**src/rtl/mem_ctrl_pkg.sv**
```systemverilog
// Shared types and lane-mask helpers for the data-memory RMW controller.
// Lane 0 is the most significant byte (big-endian), so byte offset b maps to bits [31-8b -: 8].
package mem_ctrl_pkg;

    typedef enum logic [1:0] {
        IDLE,
        LD_DONE,
        RMW,
        DONE
    } state_t;

    typedef enum logic {
        SWL,
        SWR
    } req_kind_t;

    localparam int DATA_W = 32;

    // Lanes that an SWL at byte offset b takes from rt: lanes b..3.
    function automatic logic [DATA_W-1:0] swlMask(input logic [1:0] b);
        return 32'hFFFF_FFFF >> {b, 3'b000};
    endfunction

    // Lanes that an SWR at byte offset b takes from rt: lanes 0..b.
    // The shift amount 3-b is the bitwise inverse of a 2-bit b.
    function automatic logic [DATA_W-1:0] swrMask(input logic [1:0] b);
        return 32'hFFFF_FFFF << {~b, 3'b000};
    endfunction

endpackage

```
**src/rtl/mem_byte_merge.sv**
```systemverilog
// Combinational SWL/SWR merge of register data into the word read back from SRAM.
module mem_byte_merge
    import mem_ctrl_pkg::*;
(
    input  req_kind_t          kind,
    input  logic [1:0]         b,
    input  logic [DATA_W-1:0]  memWord,
    input  logic [DATA_W-1:0]  rt,
    output logic [DATA_W-1:0]  merged
);

    // Keep the untouched lanes of the memory word and shift rt into the remaining ones.
    always_comb begin
        if (kind == SWL) begin
            merged = (memWord & ~swlMask(b)) | (rt >> {b, 3'b000});
        end else begin
            merged = (memWord & ~swrMask(b)) | (rt << {~b, 3'b000});
        end
    end

endmodule

```
**src/rtl/mem_rmw_ctrl.sv**
```systemverilog
// Data-memory controller: word loads/stores pass through to a synchronous SRAM,
// SWL/SWR are done as read-modify-write, and Stall holds the MEM stage meanwhile.
// Optional feature: define MEMCTRL_ALIGN_CHECK_EN to add the sticky AlignErr output
// and suppress SRAM strobes for misaligned full-word accesses.
module mem_rmw_ctrl
    import mem_ctrl_pkg::*;
#(
    parameter int ADDR_W = 16
) (
    input  logic              Clock,
    input  logic              Reset,
    input  logic [ADDR_W-1:0] Address,
    input  logic              ReadEn,
    input  logic              WriteEn,
    input  logic              WriteL,
    input  logic              WriteR,
    input  logic [31:0]       WriteData,
    output logic [31:0]       ReadData,
    output logic              Stall,
`ifdef MEMCTRL_ALIGN_CHECK_EN
    output logic              AlignErr,
`endif
    output logic [ADDR_W-3:0] MemAddr,
    output logic              MemReadEn,
    output logic              MemWriteEn,
    output logic [31:0]       MemWData,
    input  logic [31:0]       MemRData
);

    state_t            state;
    state_t            nextState;

    req_kind_t         rmwKind;
    logic [1:0]        rmwB;
    logic [31:0]       rmwData;
    logic [ADDR_W-3:0] rmwAddr;
    logic              captureRmw;

    logic [31:0]       readDataReg;
    logic [31:0]       loadValue;
    logic [31:0]       mergedWord;

    logic              ldFault;
    logic              misaligned;
    logic              setAlign;
    logic              alignErrReg;

    // Request decode; WriteEn wins over ReadEn, WriteL over WriteR.
    logic isFullStore;
    logic isPartial;
    logic isLoad;

    assign isFullStore = WriteEn & ~WriteL & ~WriteR;
    assign isPartial   = WriteEn & (WriteL | WriteR);
    assign isLoad      = ~WriteEn & ReadEn;

`ifdef MEMCTRL_ALIGN_CHECK_EN
    assign misaligned = |Address[1:0];
    assign AlignErr   = alignErrReg;
`else
    assign misaligned = 1'b0;
`endif

    // A faulted load returns zero instead of whatever the SRAM drives.
    assign loadValue = ldFault ? 32'h0 : MemRData;

    mem_byte_merge uMerge (
        .kind    (rmwKind),
        .b       (rmwB),
        .memWord (MemRData),
        .rt      (rmwData),
        .merged  (mergedWord)
    );

    // State register.
    // NOTE: sequential state uses non-blocking assignments so every flop samples pre-edge values.
    always_ff @(posedge Clock or posedge Reset) begin
        if (Reset) begin
            state <= IDLE;
        end else begin
            state <= nextState;
        end
    end

    // Next-state and decoded SRAM/processor outputs.
    always_comb begin
        // NOTE: every output gets a default up front so no branch can infer a latch.
        nextState  = state;
        Stall      = 1'b0;
        MemReadEn  = 1'b0;
        MemWriteEn = 1'b0;
        MemWData   = 32'h0;
        MemAddr    = Address[ADDR_W-1:2];
        ReadData   = readDataReg;
        captureRmw = 1'b0;
        setAlign   = 1'b0;

        case (state)
            IDLE: begin
                if (isFullStore) begin
                    if (misaligned) begin
                        setAlign = 1'b1;
                    end else begin
                        MemWriteEn = 1'b1;
                        MemWData   = WriteData;
                    end
                end else if (isPartial) begin
                    MemReadEn  = 1'b1;
                    Stall      = 1'b1;
                    captureRmw = 1'b1;
                    nextState  = RMW;
                end else if (isLoad) begin
                    MemReadEn = ~misaligned;
                    setAlign  = misaligned;
                    Stall     = 1'b1;
                    nextState = LD_DONE;
                end
            end
            LD_DONE: begin
                ReadData  = loadValue;
                nextState = IDLE;
            end
            RMW: begin
                MemWriteEn = 1'b1;
                MemAddr    = rmwAddr;
                MemWData   = mergedWord;
                Stall      = 1'b1;
                nextState  = DONE;
            end
            DONE: begin
                nextState = IDLE;
            end
            default: begin
                nextState = IDLE;
            end
        endcase

        // Reset overrides request decode so nothing reaches the SRAM while it is held.
        if (Reset) begin
            Stall      = 1'b0;
            MemReadEn  = 1'b0;
            MemWriteEn = 1'b0;
            MemWData   = 32'h0;
            MemAddr    = '0;
            ReadData   = 32'h0;
            captureRmw = 1'b0;
            setAlign   = 1'b0;
        end
    end

    // Capture the partial-store context while the SRAM read is in flight.
    // NOTE: these datapath registers are always loaded before RMW reads them, so they need no reset.
    always_ff @(posedge Clock) begin
        if (captureRmw) begin
            rmwKind <= WriteL ? SWL : SWR;
            rmwB    <= Address[1:0];
            rmwData <= WriteData;
            rmwAddr <= Address[ADDR_W-1:2];
        end
    end

    // Load result register: updated only when a load completes, held otherwise.
    always_ff @(posedge Clock or posedge Reset) begin
        if (Reset) begin
            readDataReg <= 32'h0;
            ldFault     <= 1'b0;
        end else begin
            if (state == IDLE && isLoad) begin
                ldFault <= misaligned;
            end
            if (state == LD_DONE) begin
                readDataReg <= loadValue;
            end
        end
    end

    // Sticky alignment error, cleared only by Reset.
    always_ff @(posedge Clock or posedge Reset) begin
        if (Reset) begin
            alignErrReg <= 1'b0;
        end else if (setAlign) begin
            alignErrReg <= 1'b1;
        end
    end

endmodule

```
**config.mk**
```make
export PLATFORM = sky130hd
export DESIGN_NAME = mem_rmw_ctrl
export DESIGN_NICKNAME = d
export VERILOG_FILES = /design/src/rtl/mem_ctrl_pkg.sv /design/src/rtl/mem_byte_merge.sv /design/src/rtl/mem_rmw_ctrl.sv
export SDC_FILE = /design/constraint.sdc
export NUM_CORES = 1
export LEC_CHECK = 0
export ABC_CLOCK_PERIOD_IN_PS = 6100
export CAP_MARGIN = 20
export CORE_MARGIN = 8
export CORE_UTILIZATION = 41
export DETAILED_ROUTE_END_ITERATION = 12
export GPL_ROUTABILITY_DRIVEN = 0
export HOLD_SLACK_MARGIN = 0.03
export PLACE_DENSITY = 0.76
export RECOVER_POWER = 25
export SLEW_MARGIN = 30
export SYNTH_ARGS = -nofsm -noshare
export SYNTH_HDL_FRONTEND = slang
export SYNTH_SLANG_ARGS = --single-unit
```
**constraint.sdc**
```tcl
create_clock -name Clock -period 6.1 [get_ports Clock]
set_input_delay 0.915 -clock Clock [delete_from_list [all_inputs] [get_ports Clock]]
set_output_delay 0.915 -clock Clock [all_outputs]
set_load 0.02 [all_outputs]
```
### Word level (Yosys, flattened, before mapping)

Cells that the tools add are included.

| word-level totals | value |
|---|---|
| logic and storage cells | 60 |
| register bits | 83 |
| memories | 0 |
| bits in writable memories | 0 |
| input port bits | 86 |
| bits in latches | 0 |
| memory bits (read-only) | 0 |
| output and inout bits | 81 |

| cells by class | value |
|---|---|
| multiplexer cells | 27 |
| add/sub/neg operators | 0 |
| $lt $le $gt $ge | 0 |
| equality and inequality tests | 5 |
| bitwise logic cells | 15 |
| shift-type cells | 4 |
| divide/modulo/power cells | 0 |
| $mul | 0 |
| reductions and logical operators | 3 |

Operator list:

| operator | number |
|---|---|
| 32-bit 2-to-1 mux | 5 |
| 32-bit bitwise AND | 2 |
| 32-bit inverter | 2 |
| 32-bit bitwise OR | 2 |
| 32-bit one-hot mux with 2 select lines | 1 |
| 32-bit by 5-bit left shift with 32-bit output | 1 |
| 32-bit by 5-bit left shift with 32-bit output, first input constant | 1 |
| 32-bit by 5-bit >> shifter with 32-bit output | 1 |
| 32-bit by 5-bit >> shifter with 32-bit output, first input constant | 1 |
| 14-bit 2-to-1 mux | 2 |
| 1-bit 2-to-1 mux | 13 |
| 2-bit 2-to-1 mux | 3 |
| 2-bit one-hot mux with 3 select lines | 1 |
| 1-bit bitwise AND | 4 |
| 2-bit == test, second input constant | 2 |
| 1-bit one-hot mux with 2 select lines | 2 |
| 3-bit inequality test, second input constant | 1 |
| 1-bit inverter | 3 |
| 2-bit by 1-bit == test with 1-bit output, second input constant | 1 |
| 2-bit logical NOT | 1 |
| 2-bit inequality test, second input constant | 1 |
| 2-bit inverter | 1 |
| 2-bit AND reduction | 1 |
| 2-bit OR reduction | 1 |
| 1-bit bitwise OR | 1 |

### Logic depth before layout (Yosys ltp)

| depth | value |
|---|---|
| word-level depth | 8 |
| depth in mapped cells | 7 |
| mapped depth without buffers | 3 |

### By module

Synthesis repeated with hierarchy kept, for this count alone.

| second synthesis, totals | value |
|---|---|
| cell total of the unflattened synthesis | 425 |
| area, all modules | 5177.5 sq um |

Modules (own cells, without submodules):

| module | area an instance (sq um) | times used | cells an instance | seq. area each (sq um) |
|---|---|---|---|---|
| mem_rmw_ctrl | 3679.8 | 1 | 257 | 2322.2 |
| mem_byte_merge | 1497.7 | 1 | 168 | 0.0 |

### Worst setup path after synthesis

OpenSTA, ideal clock, no wires.

| timing path | value |
|---|---|
| path kind | input-to-reg |
| start point | input Reset |
| end point | register rmwAddr[0], enable pin |
| cell stages on the path | 2 |
| data arrival time | 5764 ps |
| setup slack | -241 ps |
| cell sequence | buf_2 > nor4_1 |

| on the way | value |
|---|---|
| word-level cells in the longest chain between the ends | 1 |

RTL lines:

| item | line | text |
|---|---|---|
| start, declared | mem_rmw_ctrl.sv:11 | `input logic Reset,` |
| 1-bit 2-to-1 mux | mem_rmw_ctrl.sv:139 | `if (Reset) begin` |
| via captureRmw | mem_rmw_ctrl.sv:37 | `logic captureRmw;` |
| end signal, assigned | mem_rmw_ctrl.sv:158 | `rmwAddr <= Address[ADDR_W-1:2];` |
| end, declared | mem_rmw_ctrl.sv:36 | `logic [ADDR_W-3:0] rmwAddr;` |

The timed path passes the listed nets, and every way through them passes these cells.
A chain may end at the register's enable or synchronous reset.

### Final worst setup path

| timing path | value |
|---|---|
| start point | input Reset |
| end point | output MemWData[5] |

| on the way | value |
|---|---|
| word-level cells in the longest chain between the ends | 1 |

RTL lines:

| item | line | text |
|---|---|---|
| 32-bit 2-to-1 mux | mem_rmw_ctrl.sv:139 |  |
| end, declared | mem_rmw_ctrl.sv:26 | `output logic [31:0] MemWData,` |

No other way between the ends.

==> impl_metrics.yaml <==
synthesis:
  synth.most_common_cell: "sky130_fd_sc_hd__mux2i_1"
  synth_edf_count: 49
  yosys-top-cells-area: "sky130_fd_sc_hd__edfxtp_1 (31%), sky130_fd_sc_hd__dfrtp_1 (18%), sky130_fd_sc_hd__mux2i_1 (12%)"
  post_synth_most_frequent_cells: "sky130_fd_sc_hd__mux2i_1 (56), sky130_fd_sc_hd__edfxtp_1 (49), sky130_fd_sc_hd__mux2_2 (37), sky130_fd_sc_hd__dfrtp_1 (34), sky130_fd_sc_hd__and2_1 (33)"
  synth_sequential_area_ratio: 0.488
  post-synth-top-area-cell: "sky130_fd_sc_hd__edfxtp_1"
  yosysWarnings: 0
  yosysUniqueCellTypes: 32
  postSynthAreaPerCell_sq_um: 11.5
  yosys_most_used_dff: "sky130_fd_sc_hd__edfxtp_1"
  postSynthRegisterBits: 83
  synthesis.instances: 414
  mapped_area_sq_um: 4760
  yosys.area.top_type_share: 0.309
  ys_async_sr_fraction: 0.410
  postSynthNetCount: 500
sta:
  timing.setup.tns_ns: 0
  number_of_hold_slack_violations_in_the_final_timing_report: 0
  timing.final.max_slew_violations: 18
  slew-limit-headroom: -0.265
  layout_setup_ws_ns: 0.994
  hold-worst-slack_ns: 0.480
  setup_viol_count_final: 0
  max_freq_mhz: 196
  rsz0062_at_grt: "no"
  worst-slew-pin-transition_ns: 1.89
  period_minus_slack_ns: 5.11
  maximum_clock_skew_at_final_layout_ns: 0.00790
  min_period_over_period: 0.837
finish:
  layout.area.seq_sq_um: 2320
  multi_input_area_sq_um: 2210
  postLayoutCoreUtil: 0.604
  finish.net_count: 650
  fill_cells: 933
  final_layout_size_suffix_gt1_frac: 0.125
  final_design_instance_area_without_fill_sq_um: 6870
  antenna_cells_inserted: 0
  flow.area_growth_from_synthesis_pct: 44.3
clock_network:
  cts_tree: "done"
  cts.sink_count: 83
  clock_insertion_delay_worst_skew_ns: 0.34
  clock_tree.htree_level_count: 3
  cts.repair_timing.setup_buffer_count: 0
  clkSlewWorstSetupHoldPaths_ns: 0.07
  clock-root-buffer: "sky130_fd_sc_hd__clkbuf_16"
  cts_made_buffers: 9
  cts.path.max_buffers: 2
  cts_hold_repair.buffers: 0
  cts_resized: 0
drt:
  wl_per_cell_um: 22.8
  vias: 4025
  postRouteWirelength_um: 16200
  drtPass1Iterations: 5
  drt_iter0_drc: 326
  routed_via_density: 5.65
  final_antenna_net_count: 0
  post-route-drc-count: 0
critical_path:
  timing.critical_path.mode_cell: "sky130_fd_sc_hd__clkdlybuf4s50_1"
  timing.setup.critical_path_class: "primary input to primary output"
  crit-reg2reg-capture: "readDataReg[12]"
  critical_path.slowest_cell: "sky130_fd_sc_hd__clkdlybuf4s50_1"
  rr_startpoint: "state[0]"
  timing.critical_path.arrival_ns: 4.19
  critical_path_cell_sequence: "clkdlybuf4s50_1 > or3b_1 > or2_1 > o221ai_1 > clkdlybuf4s50_1"
  critical_path.n_buffers_inverters: 2
  timing.reg2reg.setup_slack_ns: 3.31
  timing.critical_path.fanout_max: 20
  critPathRequiredTime_ns: 5.18
  critical_path.endpoint_type: "primary output"
  critical_path.max_stage_delay_ns: 0.83
  worst_path_dominant_cell_family: "buffers and inverters"
  timing.reg2reg.worst_path_depth: 3
  startpoint_type: "primary input"
die:
  y_dimension_of_the_die_um: 124
  dieWidth_um: 124
  io-pin-count: 167
  dieArea_sq_um: 15300
  fp.coreArea_sq_um: 11400
  rows: 39
  start_util: 0.418
place:
  hpwl_after_dpl_um: 11900
  preCtsSetupSlack_ns: 0.997
  post_dp_cell_area_sq_um: 6510
  port-buffer-count: 166
power:
  ir_drop_mv: 0.186
  p_per_area_nw_per_um2: 375
  p_leak_uw: 0.00267
job:
  drv_cap: 1
min_path:
  min-delay-start: "readDataReg[28]"
  min-delay-path-class: "flip-flop to flip-flop"
  min_delay_path_depth: 1
  worst_hold_path.endpoint: "readDataReg[28]"
grt:
  global_route_wire_length_before_repair_um: 24500
  grt_pass1_vias: 4304
  globalRoute.totalOverflow: 0
  pin_count_of_the_biggest_net_entering_global_routing: 67
  globalRouteTotalUtil: 0.210
  antenna_found_initial: 2
outcome:
  outcome: "finished with violations"
  violations: "capacitance limit, slew limit"
[worst max path at each step]
| stage | cells past startpoint | slack, ns | to | startpoint |
|---|---|---|---|---|
| 2_1_floorplan | 2 | 1.80 | rmwAddr[0] | Reset |
| 3_3_place_gp | 5 | 1.03 | MemWData[1] | Reset |
| 3_5_place_dp | 5 | 1.0 | MemWData[1] | Reset |
| 4_1_cts | 5 | 0.99 | MemWData[5] | Reset |
| 5_1_grt | 5 | 0.85 | MemWData[5] | Reset |
| 6_report | 5 | 0.99 | MemWData[5] | Reset |
[per-layer routing]
metal  up-vias  wire [um]  track usage
li1       1849          -            -
met1      1968       6550        0.258
met2       179       7870        0.346
met3        25       1480       0.0698
met4         4        312       0.0617
met5         -         22            0
[area by class of cell]
cell class,instances,share of cell area
clock buffer,9,0.0328
clock inverter,7,0.0155
inverter,19,0.0104
multi-input combinational,276,0.322
sequential,83,0.338
tap,143,0.0261
timing repair buffer,175,0.255
[cells by family after synthesis]
logic type,after synthesis,synth area share
buffers and inverters,55,0.0521
muxes,96,0.213
and+or+nand+nor,98,0.109
AOI/OAI and AO/OA,82,0.138
DFF,83,0.488
[registers in the layout, summed over array words and instances (netlist names)]
name         flops
readDataReg     32
rmwAddr         14
rmwB             2
rmwData         32
rmwKind          1
state            2
[cells in the final DEF (no fill, tap or decap), types with 4 or more instances in the layout]
master / synthesis / layout
sky130_fd_sc_hd__o221ai_1: 12 / 12
sky130_fd_sc_hd__clkdlybuf4s50_1: 0 / 116
sky130_fd_sc_hd__edfxtp_1: 49 / 49
sky130_fd_sc_hd__mux2_1: 3 / 5
sky130_fd_sc_hd__dfrtp_1: 34 / 34
sky130_fd_sc_hd__nand2_1: 29 / 29
sky130_fd_sc_hd__clkbuf_16: 0 / 9
sky130_fd_sc_hd__mux2_2: 37 / 35
sky130_fd_sc_hd__buf_4: 2 / 8
sky130_fd_sc_hd__nand3_1: 17 / 17
sky130_fd_sc_hd__inv_1: 19 / 18
sky130_fd_sc_hd__mux2i_1: 56 / 56
sky130_fd_sc_hd__a21oi_1: 16 / 16
sky130_fd_sc_hd__a22o_1: 16 / 16
sky130_fd_sc_hd__a22oi_1: 16 / 16
sky130_fd_sc_hd__and2_1: 33 / 34
sky130_fd_sc_hd__a221oi_1: 16 / 16
sky130_fd_sc_hd__dlygate4sd3_1: 0 / 50
sky130_fd_sc_hd__o221ai_2: 4 / 4
sky130_fd_sc_hd__inv_6: 0 / 4
[stage by stage]
stage | std cells | power, uW
3_5_place_dp | 694 | 1970
2_1_floorplan | 414 | 1490
6_report | 712 | 2580
4_1_cts | 710 | 2590
5_1_grt | 712 | 2700
3_3_place_gp | 694 | 1940
[power by group]
group | switching (uW) | internal, uW | total, uW
clock | 246 | 368 | 614
combinational | 590 | 561 | 1150
sequential | 66.2 | 746 | 813
total | 902 | 1680 | 2580
Note: power is estimated with default switching activity, not from simulation.
